[src/rtl/pcs_rx_descrambler_sm.sv]
// pcs_rx_descrambler_sm: 1000BASE-T PCS receive side. Acquires and locks the 33-bit
// descrambler from the idle stream, tracks SSD/ESD framing and drives GMII-style rx outputs.
// Optional idle mismatch counter (with forced unlock at ERR_THRESH) is built in when
// RX_IDLE_ERR_CNT_EN is defined; ERR_THRESH exists only in that build.
module pcs_rx_descrambler_sm #(
    parameter int unsigned MASTER       = 0,
    parameter int unsigned LOCK_MATCHES = 16
`ifdef RX_IDLE_ERR_CNT_EN
    ,
    parameter int unsigned ERR_THRESH   = 8
`endif
) (
    input  logic       clock,
    input  logic       reset,
    input  logic       io_pcs_reset,
    input  logic       io_loc_rcvr_status,
    input  logic       io_rx_symb_vector_valid,
    output logic       io_rx_symb_vector_ready,
    input  logic [2:0] io_rx_symb_vector_bits_0,
    input  logic [2:0] io_rx_symb_vector_bits_1,
    input  logic [2:0] io_rx_symb_vector_bits_2,
    input  logic [2:0] io_rx_symb_vector_bits_3,
    input  logic [7:0] io_decoded_rx_symb_vector,
    output logic [7:0] io_rxd,
    output logic       io_rx_dv,
    output logic       io_rx_er,
    output logic       io_rxerror_status,
    output logic       io_descr_lock,
    output logic [7:0] io_idle_err_cnt
);

    localparam int unsigned SCR_W    = 33;
    localparam int unsigned SYNC_LEN = 33;
    localparam int unsigned SYNC_W   = 6;
    localparam int unsigned MATCH_W  = 8;
    localparam int unsigned TAP      = (MASTER != 0) ? 12 : 19;
    localparam logic [2:0]  SYM_POS2 = 3'b010;
    localparam logic [2:0]  SYM_NEG2 = 3'b110;
    localparam logic [7:0]  FC_CODE  = 8'h0E;

    typedef enum logic [2:0] {
        ST_UNLOCKED, ST_VERIFY, ST_IDLE, ST_SSD1,
        ST_FALSE_CARRIER, ST_RECEIVE, ST_ESD1, ST_ESD_ERR
    } state_e;

    state_e               state_q, state_d;
    logic [SCR_W-1:0]     scr_q, scr_d, scr_nxt;
    logic [SYNC_W-1:0]    sync_cnt_q, sync_cnt_d;
    logic [MATCH_W-1:0]   match_cnt_q, match_cnt_d;
    logic [7:0]           rxd_q, rxd_d;
    logic                 rx_dv_q, rx_dv_d, rx_er_q, rx_er_d;
    logic                 rxerr_st_q, rxerr_st_d, lock_q, lock_d;
    logic                 accept, is_p4, is_p3n, is_data, pred_ok;
`ifdef RX_IDLE_ERR_CNT_EN
    logic [7:0]           err_cnt_q, err_cnt_d;
`endif

    // Beats are refused while either reset is asserted, so a beat never races a clear.
    assign io_rx_symb_vector_ready = reset & ~io_pcs_reset;
    assign accept  = io_rx_symb_vector_valid & io_rx_symb_vector_ready;
    assign is_p4   = (io_rx_symb_vector_bits_0 == SYM_POS2) && (io_rx_symb_vector_bits_1 == SYM_POS2)
                  && (io_rx_symb_vector_bits_2 == SYM_POS2) && (io_rx_symb_vector_bits_3 == SYM_POS2);
    assign is_p3n  = (io_rx_symb_vector_bits_0 == SYM_POS2) && (io_rx_symb_vector_bits_1 == SYM_POS2)
                  && (io_rx_symb_vector_bits_2 == SYM_POS2) && (io_rx_symb_vector_bits_3 == SYM_NEG2);
    assign is_data = ~is_p4 & ~is_p3n;
    // Free-running descrambler step; Scn for this beat is the low byte of the advanced state.
    assign scr_nxt = {scr_q[SCR_W-2:0], scr_q[TAP] ^ scr_q[SCR_W-1]};
    assign pred_ok = (io_decoded_rx_symb_vector[0] == scr_nxt[0]);

    // State, descrambler and output registers.
    always_ff @(posedge clock or negedge reset) begin
        if (!reset) begin
            state_q     <= ST_UNLOCKED;
            scr_q       <= '0;
            sync_cnt_q  <= '0;
            match_cnt_q <= '0;
            rxd_q       <= '0;
            rx_dv_q     <= 1'b0;
            rx_er_q     <= 1'b0;
            rxerr_st_q  <= 1'b0;
            lock_q      <= 1'b0;
`ifdef RX_IDLE_ERR_CNT_EN
            err_cnt_q   <= '0;
`endif
        end else if (io_pcs_reset) begin
            state_q     <= ST_UNLOCKED;
            scr_q       <= '0;
            sync_cnt_q  <= '0;
            match_cnt_q <= '0;
            rxd_q       <= '0;
            rx_dv_q     <= 1'b0;
            rx_er_q     <= 1'b0;
            rxerr_st_q  <= 1'b0;
            lock_q      <= 1'b0;
`ifdef RX_IDLE_ERR_CNT_EN
            err_cnt_q   <= '0;
`endif
        end else begin
            state_q     <= state_d;
            scr_q       <= scr_d;
            sync_cnt_q  <= sync_cnt_d;
            match_cnt_q <= match_cnt_d;
            rxd_q       <= rxd_d;
            rx_dv_q     <= rx_dv_d;
            rx_er_q     <= rx_er_d;
            rxerr_st_q  <= rxerr_st_d;
            lock_q      <= lock_d;
`ifdef RX_IDLE_ERR_CNT_EN
            err_cnt_q   <= err_cnt_d;
`endif
        end
    end

    // Next state: lock acquisition, framing transitions and descrambler update.
    always_comb begin
        state_d     = state_q;
        scr_d       = scr_q;
        sync_cnt_d  = sync_cnt_q;
        match_cnt_d = match_cnt_q;
`ifdef RX_IDLE_ERR_CNT_EN
        err_cnt_d   = err_cnt_q;
`endif
        if (!io_loc_rcvr_status) begin
            // Receiver lost: drop to acquisition but keep Scr so relock can reuse it.
            state_d     = ST_UNLOCKED;
            sync_cnt_d  = '0;
            match_cnt_d = '0;
`ifdef RX_IDLE_ERR_CNT_EN
            err_cnt_d   = '0;
`endif
        end else if (accept) begin
            scr_d = (state_q == ST_UNLOCKED) ? {scr_q[SCR_W-2:0], io_decoded_rx_symb_vector[0]} : scr_nxt;
            case (state_q)
                ST_UNLOCKED: begin
                    if (sync_cnt_q == SYNC_W'(SYNC_LEN - 1)) begin
                        state_d    = ST_VERIFY;
                        sync_cnt_d = '0;
                    end else begin
                        sync_cnt_d = sync_cnt_q + SYNC_W'(1);
                    end
                end
                ST_VERIFY: begin
                    if (is_data && pred_ok) begin
                        if (match_cnt_q == MATCH_W'(LOCK_MATCHES - 1)) begin
                            state_d     = ST_IDLE;
                            match_cnt_d = '0;
`ifdef RX_IDLE_ERR_CNT_EN
                            err_cnt_d   = '0;
`endif
                        end else begin
                            match_cnt_d = match_cnt_q + MATCH_W'(1);
                        end
                    end else begin
                        state_d     = ST_UNLOCKED;
                        sync_cnt_d  = '0;
                        match_cnt_d = '0;
                    end
                end
                ST_IDLE: begin
                    if (is_p4) begin
                        state_d = ST_SSD1;
                    end
`ifdef RX_IDLE_ERR_CNT_EN
                    else if (is_data && !pred_ok) begin
                        if (32'(err_cnt_q) + 32'd1 >= ERR_THRESH) begin
                            state_d   = ST_UNLOCKED;
                            err_cnt_d = '0;
                        end else if (err_cnt_q != 8'hFF) begin
                            err_cnt_d = err_cnt_q + 8'd1;
                        end
                    end
`endif
                end
                ST_SSD1:          state_d = is_p3n ? ST_RECEIVE : ST_FALSE_CARRIER;
                ST_FALSE_CARRIER: if (is_data) state_d = ST_IDLE;
                ST_RECEIVE:       if (is_p4) state_d = ST_ESD1;
                ST_ESD1:          state_d = is_p3n ? ST_IDLE : ST_ESD_ERR;
                ST_ESD_ERR:       state_d = ST_IDLE;
                default:          state_d = ST_UNLOCKED;
            endcase
        end
    end

    // Output next values; rx_dv/rx_er/rxd hold when no beat is accepted.
    always_comb begin
        rxd_d      = rxd_q;
        rx_dv_d    = rx_dv_q;
        rx_er_d    = rx_er_q;
        rxerr_st_d = (state_d == ST_FALSE_CARRIER) || (state_d == ST_ESD_ERR);
        lock_d     = (state_d != ST_UNLOCKED) && (state_d != ST_VERIFY);
        if (!io_loc_rcvr_status) begin
            rx_dv_d = 1'b0;
            rx_er_d = 1'b0;
        end else if (accept) begin
            rx_dv_d = 1'b0;
            rx_er_d = 1'b0;
            case (state_q)
                ST_RECEIVE: begin
                    // A stray P3N inside a frame is passed up as a coding error.
                    if (!is_p4) begin
                        rx_dv_d = 1'b1;
                        rx_er_d = is_p3n;
                        rxd_d   = io_decoded_rx_symb_vector ^ scr_nxt[7:0];
                    end
                end
                ST_SSD1: begin
                    if (!is_p3n) begin
                        rx_er_d = 1'b1;
                        rxd_d   = FC_CODE;
                    end
                end
                ST_FALSE_CARRIER: begin
                    if (!is_data) begin
                        rx_er_d = 1'b1;
                        rxd_d   = FC_CODE;
                    end
                end
                ST_ESD1:  rx_er_d = ~is_p3n;
                default:  ;
            endcase
        end
    end

    assign io_rxd            = rxd_q;
    assign io_rx_dv          = rx_dv_q;
    assign io_rx_er          = rx_er_q;
    assign io_rxerror_status = rxerr_st_q;
    assign io_descr_lock     = lock_q;
`ifdef RX_IDLE_ERR_CNT_EN
    assign io_idle_err_cnt   = err_cnt_q;
`else
    assign io_idle_err_cnt   = '0;
`endif

endmodule

[config.mk]
export PLATFORM = sky130hd
export DESIGN_NAME = pcs_rx_descrambler_sm
export DESIGN_NICKNAME = d
export VERILOG_FILES = /design/src/rtl/pcs_rx_descrambler_sm.sv
export SDC_FILE = /design/constraint.sdc
export NUM_CORES = 1
export LEC_CHECK = 0
export ABC_AREA = 1
export BUFFER_PORTS_ARGS = -buffer_cell sky130_fd_sc_hd__buf_4
export CAP_MARGIN = 20
export CORE_MARGIN = 1.5
export CORE_UTILIZATION = 64
export CTS_BUF_LIST = sky130_fd_sc_hd__clkbuf_4 sky130_fd_sc_hd__clkbuf_8
export DETAILED_ROUTE_END_ITERATION = 10
export PLACE_DENSITY_LB_ADDON = 0.25
export REMOVE_ABC_BUFFERS = 1
export SYNTH_ARGS = -nofsm -noshare
export SYNTH_HDL_FRONTEND = slang
export SYNTH_SLANG_ARGS = --single-unit
[constraint.sdc]
create_clock -name clock -period 3.7 [get_ports clock]
set_input_delay 0.185 -clock clock [delete_from_list [all_inputs] [get_ports clock]]
set_output_delay 0.185 -clock clock [all_outputs]
set_load 0.01 [all_outputs]
==> results.py <==
metrics = {
    "clock_tree": {
        "cts_hold_repair.buffers": 0,
        "clock-root-buffer": "clkbuf_8",
        "path_clk_slew_ns": 0.08,
        "cts.htree.levels": 3,
        "cts_setup_buffers": 0,
        "cts_tree": "yes",
        "ctsResizeCount": 0,
        "numCtsBuffers": 9,
        "cts_num_sinks": 62,
        "clock_latency_ns": 0.35,
        "cts_max_path_buffers": 2,
    },
    "cells_and_area": {
        "num-nets-final": 435,
        "finalNonFillerCells": 479,
        "fillers": 327,
        "area_growth_pct": 16.6,
        "fin_util": 0.775,
        "antenna_cells": 0,
        "drive_above_1_share": 0.199,
        "fin_area_um2": 3690,
    },
    "place": {
        "place_inst": 463,
        "dpl.hpwl_mm": 4.39,
        "port_buffers": 37,
        "placed_cell_area_um2": 3460,
        "place_congestion": 0.922,
    },
    "worst_setup_path": {
        "crit_buf_inv": 2,
        "critical_path.top_delay_family": "simple AND/OR/NAND/NOR gates",
        "cp.arrival_ns": 2.05,
        "cp_slowest_cell": "nand2_1",
        "reg2reg_to": "io_rxd[7]",
        "worstSetupStartpointType": "input port",
        "crit_chain": "buf_4, nor2_2, nand2_2, nor2_2, inv_2, nand2_1, o22ai_1",
        "max_stage_delay_ns": 0.80,
        "cp-end-kind": "register",
        "ff2ff_path_depth": 8,
        "critical_path_class": "in2reg",
        "cp.required_ns": 3.87,
        "critPathMaxFanout": 34,
        "ff2ff_setup_slack_ns": 1.90,
        "rr_startpoint": "state_q[1]",
        "cpMostUsedCell": "nor2_2",
    },
    "route": {
        "wl_per_cell_um": 13.5,
        "drtIter0Drc": 169,
        "viasPerCell": 5.33,
        "drt_pass1_iterations": 4,
        "finalWirelength_mm": 6.46,
        "vias": 2551,
        "ant_nets": 0,
        "drc": 0,
    },
    "synthesis": {
        "ys_seq_elements": 62,
        "synth_cells": 366,
        "yosys-top-cells-count": "inv_1, dfrtp_1, nand2_1, o22ai_1, nor2_1",
        "ys_top_cells_by_area": "dfrtp_1, inv_1, o22ai_1",
        "async_flop_share": 1.00,
        "yosysWarningCount": 0,
        "synth_enable_flop_cells": 0,
        "synth.most_common_cell": "inv_1",
        "synth_ff_type": "dfrtp_1",
        "yosysTopAreaCellShare": 0.491,
        "syn-cell-area_um2": 3160,
        "synth.distinct_cells": 40,
        "yosys.area.top_type": "dfrtp_1",
        "yosysSeqAreaShare": 0.491,
        "synth.avg_cell_area_um2": 8.64,
    },
    "grt": {
        "grt_pass1_vias": 2502,
        "antenna_found_initial": 0,
        "grt_usage": 0.262,
        "overflow": 0,
        "grt_pass1_wl_mm": 10.6,
        "grt_max_degree": 63,
    },
    "power": {
        "pwr-share-clk": 0.454,
        "p_int_mw": 1.10,
        "swShare": 0.238,
        "powerDensity_nw_per_um2": 391,
        "comb_power_share": 0.071,
        "peakVddDrop_v": 0.000401,
        "p_leak_nw": 1.72,
        "sequentialPowerShare": 0.475,
        "switchingPower_mw": 0.344,
    },
    "sta": {
        "fin_crit_sh": 0.509,
        "max_freq_ghz": 0.531,
        "finalHoldViolCount": 5,
        "finalSetupTns_ns": 0,
        "whs_ns": -0.0100,
        "worst_pin_slew_ns": 0.987,
        "fin_crit_ns": 1.88,
        "setup_viol": 0,
        "grt_setup_unrepaired": "false",
        "finClkSkew_ns": 0.0130,
        "slew_headroom": 0.340,
        "final_max_slew_viol_count": 0,
    },
    "status": {
        "status": "complete, but fails checks",
        "violations": "negative hold slack",
    },
    "floorplanning": {
        "num_rows": 25,
        "die_w_um": 73.3,
        "dieArea_um2": 5370,
        "core_area_um2": 4750,
        "initial_core_util": 0.665,
        "die_y_um": 73.3,
        "num_io_pins": 46,
    },
    "flow_run": {
        "maxCapViolCount": 0,
    },
    "worst_hold_path": {
        "min_path_type": "in2async",
    },
}
[routing by layer]
layer | routed length, µm | part of all wire | vias up | track usage
li1 | - | - | 1264 | -
met1 | 2750 | 0.43 | 1191 | 0.307
met2 | 3160 | 0.49 | 74 | 0.424
met3 | 369 | 0.057 | 22 | 0.0823
met4 | 183 | 0.028 | 0 | 0.153
met5 | 0 | 0 | - | 0
[cells by family (layout without fill, tap and decap cells)]
group                      after synthesis  after routing  synth area share
AOI/OAI and AO/OA                       69             69             0.142
xor gates and xnor gates                13             13            0.0360
adders and majority gates                3              3            0.0119
buffers and inverters                   92            131             0.120
DFF                                     62             62             0.491
other                                    1              8           0.00119
and+or+nand+nor                        126            126             0.198
[power by group through the flow]
stage	registers, mW	logic (mW)	clock network [mW]
3_5_place_dp	0.698	0.101	0
3_3_place_gp	0.698	0.0994	0
2_1_floorplan	0.698	0.0524	0
4_1_cts	0.685	0.102	0.665
6_report	0.685	0.102	0.655
5_1_grt	0.685	0.115	0.690
[flip-flops by register name, summed over array words and instances (netlist names)]
signal,cells
scr_q,33
io_rxd,8
match_cnt_q,8
sync_cnt_q,6
io_descr_lock,1
state_q,3
io_rx_er,1
io_rx_dv,1
io_rxerror_status,1
[final cells by class]
type	count	area (µm²)	share of cell area
clock buffer	9	124	0.0336
clock inverter	7	97.6	0.0265
inverter	77	289	0.0784
multi-input combinational	219	1250	0.340
sequential	62	1550	0.421
tap	67	83.8	0.0227
timing repair buffer	38	285	0.0774
[worst max path at each step]
stage                      start         to  slack, ns  cells after the start
floorplan                  reset   scr_q[0]       1.95                      7
global placement           reset   scr_q[0]       1.50                      8
detailed placement         reset   scr_q[0]       1.50                      8
CTS                        reset   scr_q[0]       1.86                      8
global route               reset   scr_q[0]       1.58                      8
finish              io_pcs_reset  scr_q[14]       1.82                      7
[per-stage QoR]
step / setup WS (ns) / power, mW / hold WS, ns
2_1_floorplan: 1.95 / 0.750 / -0.111
3_3_place_gp: 1.50 / 0.797 / 0.398
3_5_place_dp: 1.50 / 0.799 / 0.398
4_1_cts: 1.86 / 1.45 / 0.0272
5_1_grt: 1.58 / 1.49 / 0.0305
6_report: 1.82 / 1.44 / -0.0100
[placed cells by master (no fill, tap or decap), types with 3 or more instances in the layout]
cell type and instances:
ha_1 3, inv_2 6, o21ai_1 3, o21ai_0 15, inv_1 71, nand2_2 3, a21oi_1 5, nand4_1 8
buf_4 38, nand2_1 45, nor2_1 27, xor2_1 8, nor3_1 5, conb_1 8, o22ai_1 38, nor2_2 4
xnor2_1 5, nand3_1 19, dfrtp_1 62, clkbuf_8 9
(Power assumes the default switching activity.)
